File: src/rtl/mem_stage.sv
// -----------------------------------------------------------------------------
// mem_stage -- pipeline MEM stage with a simple req/ack data bus master.
//
// Drives a single outstanding bus access per load/store instruction. It holds
// the pipeline via stall_out while the access is in flight, then presents the
// formatted load data and passes the writeback control on to MEM_WB.
//
// Parameters:
//   TIMEOUT          max BUSY cycles to wait for mem_ack (1..255)
//
// Configuration macro:
//   MEM_MISALIGN_TRAP_EN  when defined, misaligned half/word accesses skip the
//                         bus and raise misalign_exc for one cycle; when not
//                         defined, low address bits are ignored (forced
//                         aligned) and misalign_exc is tied low.
//
// Ports:
//   clk, reset_n                 clock, asynchronous active-low reset
//   ALUResult_in / WriteData_in  effective address / store data
//   WriteReg_in                  destination register
//   MemRead_in, MemWrite_in      load / store request (both set = store)
//   MemSize_in, MemSigned_in     00 byte, 01 half, 1x word; load sign-extend
//   RegWrite_in, MemtoReg_in     writeback control
//   mem_req/we/addr/wdata/be     bus request side (held stable while BUSY)
//   mem_rdata, mem_ack           bus response side
//   ReadData_out, ALUResult_out, WriteReg_out, RegWrite_out, MemtoReg_out
//                                to MEM_WB
//   stall_out                    pipeline hold request to the hazard unit
//   bus_err                      one-cycle flag: access timed out
//   misalign_exc                 one-cycle flag: misaligned access trapped
//   state_dbg                    current FSM state (IDLE=0, BUSY=1, DONE=2)
//
// Handshake: mem_req is held high from the first BUSY cycle until the cycle
// mem_ack is sampled high (or the timeout expires); address, data, byte
// enables and write enable are stable for that whole window. mem_ack seen in
// any other state is ignored.
// -----------------------------------------------------------------------------
module mem_stage #(
   parameter int unsigned TIMEOUT = 255
) (
   input  logic        clk,
   input  logic        reset_n,
   input  logic [31:0] ALUResult_in,
   input  logic [31:0] WriteData_in,
   input  logic [4:0]  WriteReg_in,
   input  logic        MemRead_in,
   input  logic        MemWrite_in,
   input  logic [1:0]  MemSize_in,
   input  logic        MemSigned_in,
   input  logic        RegWrite_in,
   input  logic        MemtoReg_in,
   output logic        mem_req,
   output logic        mem_we,
   output logic [31:0] mem_addr,
   output logic [31:0] mem_wdata,
   output logic [3:0]  mem_be,
   input  logic [31:0] mem_rdata,
   input  logic        mem_ack,
   output logic [31:0] ReadData_out,
   output logic [31:0] ALUResult_out,
   output logic [4:0]  WriteReg_out,
   output logic        RegWrite_out,
   output logic        MemtoReg_out,
   output logic        stall_out,
   output logic        bus_err,
   output logic        misalign_exc,
   output logic [1:0]  state_dbg
);

   typedef enum logic [1:0] {
      IDLE = 2'd0,
      BUSY = 2'd1,
      DONE = 2'd2
   } state_t;

   // Last BUSY cycle index; the counter starts at 0 in the first BUSY cycle,
   // so BUSY lasts exactly TIMEOUT cycles when no ack arrives.
   localparam logic [7:0] CNT_LAST = 8'(TIMEOUT - 1);

   state_t      state;
   logic [7:0]  cnt;
   logic [31:0] rdata_q;
   logic [1:0]  off_q;     // byte offset of the latched access
   logic [1:0]  size_q;
   logic        signed_q;
   logic        load_q;

   logic        access;
   logic        sz_byte;
   logic        sz_half;
   logic [3:0]  be_c;
   logic [31:0] wdata_c;
   logic        misalign_c;

   // ---------------------------------------------------------------------------
   // Request decode
   // ---------------------------------------------------------------------------
   assign access  = MemRead_in | MemWrite_in;
   assign sz_byte = (MemSize_in == 2'b00);
   assign sz_half = (MemSize_in == 2'b01);

   // Half uses only addr[1] and word ignores addr[1:0], so misaligned
   // requests fold onto the aligned lane when trapping is not enabled.
   always_comb begin
      be_c    = 4'b1111;
      wdata_c = WriteData_in;
      if (sz_byte) begin
         be_c    = 4'b0001 << ALUResult_in[1:0];
         wdata_c = {4{WriteData_in[7:0]}};
      end else if (sz_half) begin
         be_c    = 4'b0011 << {ALUResult_in[1], 1'b0};
         wdata_c = {2{WriteData_in[15:0]}};
      end
   end

`ifdef MEM_MISALIGN_TRAP_EN
   assign misalign_c = (sz_half & ALUResult_in[0]) |
                       (~sz_byte & ~sz_half & (ALUResult_in[1:0] != 2'b00));
`else
   assign misalign_c = 1'b0;
`endif

   // ---------------------------------------------------------------------------
   // Load data formatting: pick the lane, then sign/zero extend.
   // ---------------------------------------------------------------------------
   function automatic logic [31:0] fmt_load(input logic [31:0] rd,
                                            input logic [1:0]  off,
                                            input logic [1:0]  size,
                                            input logic        sgn);
      logic [7:0]  b;
      logic [15:0] h;
      case (off)
         2'd0:    b = rd[7:0];
         2'd1:    b = rd[15:8];
         2'd2:    b = rd[23:16];
         default: b = rd[31:24];
      endcase
      h = off[1] ? rd[31:16] : rd[15:0];
      case (size)
         2'b00:   fmt_load = {{24{sgn & b[7]}}, b};
         2'b01:   fmt_load = {{16{sgn & h[15]}}, h};
         default: fmt_load = rd;
      endcase
   endfunction

   // ---------------------------------------------------------------------------
   // Control FSM with registered bus outputs
   // ---------------------------------------------------------------------------
   always_ff @(posedge clk or negedge reset_n) begin
      if (!reset_n) begin
         state        <= IDLE;
         cnt          <= 8'd0;
         mem_req      <= 1'b0;
         mem_we       <= 1'b0;
         mem_addr     <= 32'd0;
         mem_wdata    <= 32'd0;
         mem_be       <= 4'd0;
         rdata_q      <= 32'd0;
         off_q        <= 2'd0;
         size_q       <= 2'd0;
         signed_q     <= 1'b0;
         load_q       <= 1'b0;
         bus_err      <= 1'b0;
         misalign_exc <= 1'b0;
      end else begin
         // Both flags are single-cycle pulses that only live in DONE.
         bus_err      <= 1'b0;
         misalign_exc <= 1'b0;
         case (state)
            IDLE: begin
               if (access) begin
                  if (misalign_c) begin
                     // Trapped: no bus traffic, straight to DONE.
                     state        <= DONE;
                     misalign_exc <= 1'b1;
                     rdata_q      <= 32'd0;
                  end else begin
                     state     <= BUSY;
                     cnt       <= 8'd0;
                     mem_req   <= 1'b1;
                     mem_we    <= MemWrite_in;
                     mem_addr  <= {ALUResult_in[31:2], 2'b00};
                     mem_wdata <= wdata_c;
                     mem_be    <= be_c;
                     off_q     <= ALUResult_in[1:0];
                     size_q    <= MemSize_in;
                     signed_q  <= MemSigned_in;
                     // A simultaneous read+write is a store.
                     load_q    <= MemRead_in & ~MemWrite_in;
                  end
               end
            end
            BUSY: begin
               if (mem_ack) begin
                  state   <= DONE;
                  mem_req <= 1'b0;
                  if (load_q) begin
                     rdata_q <= fmt_load(mem_rdata, off_q, size_q, signed_q);
                  end
               end else if (cnt == CNT_LAST) begin
                  state   <= DONE;
                  mem_req <= 1'b0;
                  rdata_q <= 32'd0;
                  bus_err <= 1'b1;
               end else begin
                  cnt <= cnt + 8'd1;
               end
            end
            DONE: begin
               // The instruction holding the stage now is evaluated in IDLE.
               state <= IDLE;
            end
            default: state <= IDLE;
         endcase
      end
   end

   // ---------------------------------------------------------------------------
   // Combinational outputs
   // ---------------------------------------------------------------------------
   // Stall is raised in the IDLE cycle that accepts an access and throughout
   // BUSY; gated by reset so it reads 0 while reset is asserted.
   assign stall_out     = reset_n & (((state == IDLE) & access) | (state == BUSY));
   assign ReadData_out  = rdata_q;
   assign ALUResult_out = ALUResult_in;
   assign WriteReg_out  = WriteReg_in;
   assign MemtoReg_out  = MemtoReg_in;
   // Error flags are only ever high in DONE, so they suppress writeback there.
   assign RegWrite_out  = RegWrite_in & ~bus_err & ~misalign_exc;
   assign state_dbg     = state;

endmodule

File: config.mk
export PLATFORM = sky130hd
export DESIGN_NAME = mem_stage
export DESIGN_NICKNAME = d
export VERILOG_FILES = /design/src/rtl/mem_stage.sv
export SDC_FILE = /design/constraint.sdc
export NUM_CORES = 1
export LEC_CHECK = 0
export BUFFER_PORTS_ARGS = -buffer_cell sky130_fd_sc_hd__buf_2
export CORE_ASPECT_RATIO = 1.4
export CORE_MARGIN = 5
export CORE_UTILIZATION = 51
export CTS_CLUSTER_SIZE = 20
export DETAILED_ROUTE_END_ITERATION = 10
export HOLD_SLACK_MARGIN = 0.06
export PLACE_DENSITY = 0.86
export SYNTH_ARGS = -nofsm -noshare
export SYNTH_HDL_FRONTEND = slang
export SYNTH_SLANG_ARGS = --single-unit
File: constraint.sdc
create_clock -name clk -period 3.3 [get_ports clk]
set_clock_uncertainty 0.05 [all_clocks]
set_input_delay 0.66 -clock clk [delete_from_list [all_inputs] [get_ports clk]]
set_output_delay 0.66 -clock clk [all_outputs]
set_load 0.05 [all_outputs]
======== Word-level counts from Yosys, hierarchy flattened ========
Cells that the tools add are included.
storage, ports and cells
  bits in registers ....................... 117
  bits of input ports ..................... 111
  output and inout port bits .............. 146
cells by class
  $add $sub $neg .......................... 1
  equal/unequal tests ..................... 11
  shift operators ......................... 2
  mux-type cells .......................... 28
  bitwise operators ....................... 10
  reductions and logical operators ........ 11
operator list
  cell                                                                   count
  32-bit two-way mux                                                     5
  32-bit case mux with 2 select lines                                    1
  8-bit two-way mux                                                      6
  8-bit case mux with 3 select lines                                     1
  16-bit two-way mux                                                     1
  8-bit case mux with 2 select lines                                     1
  8-bit by 1-bit adder with 8-bit output, second input constant          1
  2-bit by 1-bit equality test with 1-bit output, second input constant  4
  8-bit equality test, second input constant                             1
  2-bit logical NOT                                                      4
  4-bit two-way mux                                                      2
  1-bit AND                                                              6
  1-bit two-way mux                                                      6
  2-bit two-way mux                                                      3
  2-bit inequality test, second input constant                           3
  3-bit AND reduction                                                    2
  2-bit case mux with 2 select lines                                     1
  2-bit AND reduction                                                    2
  4-bit AND reduction                                                    1
  2-bit nonzero test                                                     2
  1-bit by 2-bit left shift with 4-bit output, first input constant      1
  2-bit by 2-bit left shift with 4-bit output, first input constant      1
  3-bit inequality test, second input constant                           1
  2-bit equality test, second input constant                             1
  other kinds (4)                                                        6

======== Longest topological paths before layout ========
  word-level depth ........................ 9
  depth in mapped cells ................... 7
  gate-level depth less buffers ........... 6

======== Worst setup path after synthesis ========
Ideal clock, no wire load.
  path type ............................... register to output
  start ................................... register state[1], in the netlist state_dbg[1]
  end ..................................... output port stall_out
  data arrival time ....................... 1.677 ns
  data required time ...................... 2.590 ns
  path slack .............................. 0.913 ns
  stages on the path, launching flop included .. 5
  buffers on the path ..................... 1
  cell sequence ........................... dfrtp_1 > nor2_1 > o21a_1 > buf_2 > o21a_1
on the way
  cells in the longest elaborated chain, start to end .. 4
ends and longest elaborated chain
  element                   line  RTL
  start: declaration        80    state_t state;
  start signal: assignment  151   state <= IDLE;
  start signal: assignment  174   state <= DONE;
  start signal: assignment  178   state <= BUSY;
  2-bit logical NOT         223   assign stall_out = reset_n & (((state == IDLE) & access) | (state == BUSY));
  1-bit AND                 223
  1-bit bitwise OR (*)      223
  1-bit AND (*)             223
  end: declaration          64    output logic stall_out,
Every way passes the cells marked *; elsewhere a longest branch is shown, timed or not.

======== Worst setup path after layout ========
Ends and elaborated chain as after synthesis.

==> metrics.yaml <==
status: "finished clean"
syn-mean-instance-area_um2: 9.68
crit_fanout: 6
rsz0062_at_grt: "no"
nFillCells: 871
slew_viol_final: 0
drive_gt1_share_pct: 37.6
synth_edf_count: 0
cellLeakagePower_nw: 3.87
cts_htree_levels: 4
grtUsageTotal_pct: 23.6
clock.fmax_mhz: 392
fp.coreArea_um2: 10800
grt_pass1_vias: 5156
dieWidth_um: 98.8
globalRouteMet3Util_pct: 6.92
port_buffers: 241
cts.sinks: 117
slowest_stage: "dfrtp_1"
routabilityCongestion: 0.862
fin_tns_setup_ps: 0
drtAntennaViolNets: 0
synth-seq-cells: 117
hold_viol: 0
grt_pass1_wl_um: 25100
antenna_cells: 0
postLayoutCoreUtil_pct: 66.9
ys.flop_type: "dfrtp_1"
die_h_um: 134
synth_top_area_share_pct: 52.1
grt_antenna_before_repair: 0
grtUsageMet2_pct: 41.6
critPathMaxStageDelay_ps: 420
via_per_inst: 5.38
worst_slew_pin_slew_ps: 907
use_met1_pct: 26.3
r2r_setup_slack_ps: 1050
grt_max_degree: 62
r2r_cells: 4
ios: 257
clk_path_buf_depth: 2
path_cells: "nor2_1, o21a_2, o21a_1, buf_2"
cp.depth: 4
clk_latency_ps: 410
netlist_instances: 581
finalCriticalPeriod_ps: 2550
cts_buffers: 17
drc: 0
startpoint_type: "flip-flop"
cp-end-kind: "output pin"
synth_area_um2: 5620
synth_area_leader_cell: "dfrtp_1"
hold_buffers: 0
yosysSeqAreaShare_pct: 52.1
arrival_ps: 1840
worstPathRequired_ps: 2590
cts_root_buf: "clkbuf_16"
reg2reg_from: "off_q[1]"
max_cap_violations: 0
routedWlPerCell_um: 16.9
cts_tree: "built"
p_per_area_nw_per_um2: 1210
finalSetupViolations: 0
final_cell_mix: "buf_2 (240), nand2_1 (168), dfrtp_1 (117)"
yosys_warnings: 0
layout.nets: 888
cp_top_family: "flip-flops"
ys_types: 51
synthArstFlopShare_pct: 100
placedCellCount: 897
start_util_pct: 52.0
max-slew-margin-rel_pct: 39.5
layout.cells.non_filler: 929
rows: 45
yosys-top-cells-area: "dfrtp_1 (52%), nand2_1 (11%), buf_4 (5.6%)"
vias: 4997
post_cts_buffers: 0
clk_pin_slew_worst_paths_ps: 60
dp_hpwl_um: 11700
p_total_mw: 8.76
grt_overflow: 0
hold_path_class: "primary input to async pin"
period_share_pct: 77.3
firstDrtPassIters: 5
routed_wl_um: 15700
crit_buf_inv: 1
r2r-end: "ReadData_out[19]"
critical_path_class: "flip-flop to output pin"
area_delta_synth_final_pct: 28.6
peakVddDrop_uv: 698
mostFrequentLayoutCell: "buf_2"
dr.first_iter.drc_count: 173
grt.busiest_layer: "met2"
die-area_um2: 13300
cts_resized: 0
-- kinds of logic after synthesis --
group	Yosys count	synth area share, %
AO/OA/AOI/OAI	114	14.2
buffers and inverters	81	8.79
adder cells (fa/ha/maj)	2	0.445
XOR/XNOR	2	0.312
AND/OR/NAND/NOR	226	17.0
multiplexers	38	7.14
flip-flops	117	52.1
other	1	0.0667
-- cell type report --
cell class                      instances  area (um^2)  area share, %
Clock buffer                           21          470           6.50
Clock inverter                         11          150           2.08
Inverter                                6         22.5          0.311
Multi-Input combinational cell        385         2220           30.8
Sequential cell                       117         2930           40.5
Tap cell                              141          176           2.44
Timing Repair Buffer                  248         1260           17.4
-- synth_stat cells (all sizes together) (3+ instances only) --
cell type	count
mux2	7
nor3	3
dfrtp	117
a22o	8
nor2b	4
nand2b	5
a221o	17
o21a	3
inv	6
a211o	8
mux2i	30
nand3	10
nand2	169
a22oi	6
buf	59
a21oi	17
nor2	20
o21ai	41
clkbuf	16
-- worst max path at each step --
stage | startpoint | endpoint | slack [ps]
global placement | mem_ack | ReadData_out[29] | 950
detailed placement | mem_ack | ReadData_out[19] | 840
floorplan | state_dbg[1] | stall_out | 910
global route | state_dbg[1] | stall_out | 620
CTS | state_dbg[1] | stall_out | 760
finish | state_dbg[1] | stall_out | 750
-- registers in the layout, summed over array words and instances, names as in the netlist --
name          cells
signed_q          1
mem_we            1
cnt               8
mem_be            4
ReadData_out     32
size_q            2
mem_req           1
state_dbg         2
bus_err           1
mem_addr         30
mem_wdata        32
off_q             2
load_q            1
-- metal layers --
layer  vias to the layer above  share of wire, %
met5                         -                 0
met4                         0               2.8
met3                        36               8.3
met2                       253                52
met1                      2370                37
li1                       2338                 -
-- stage by stage --
stage          hold WS [ps]  setup slack (ps)  area [um^2]
2_1_floorplan           314               913         5630
3_3_place_gp            405               945         6610
3_5_place_dp            408               839         6610
4_1_cts                 370               757         7230
5_1_grt                 397               624         7230
6_report                347               750         7230
-- power breakdown --
| group | switching, mW | internal (mW) |
|---|---|---|
| Sequential | 0.435 | 2.06 |
| Combinational | 3.32 | 1.05 |
| Clock | 0.653 | 1.25 |
| Total | 4.41 | 4.35 |
No activity file was read; power rests on OpenSTA's default activity.
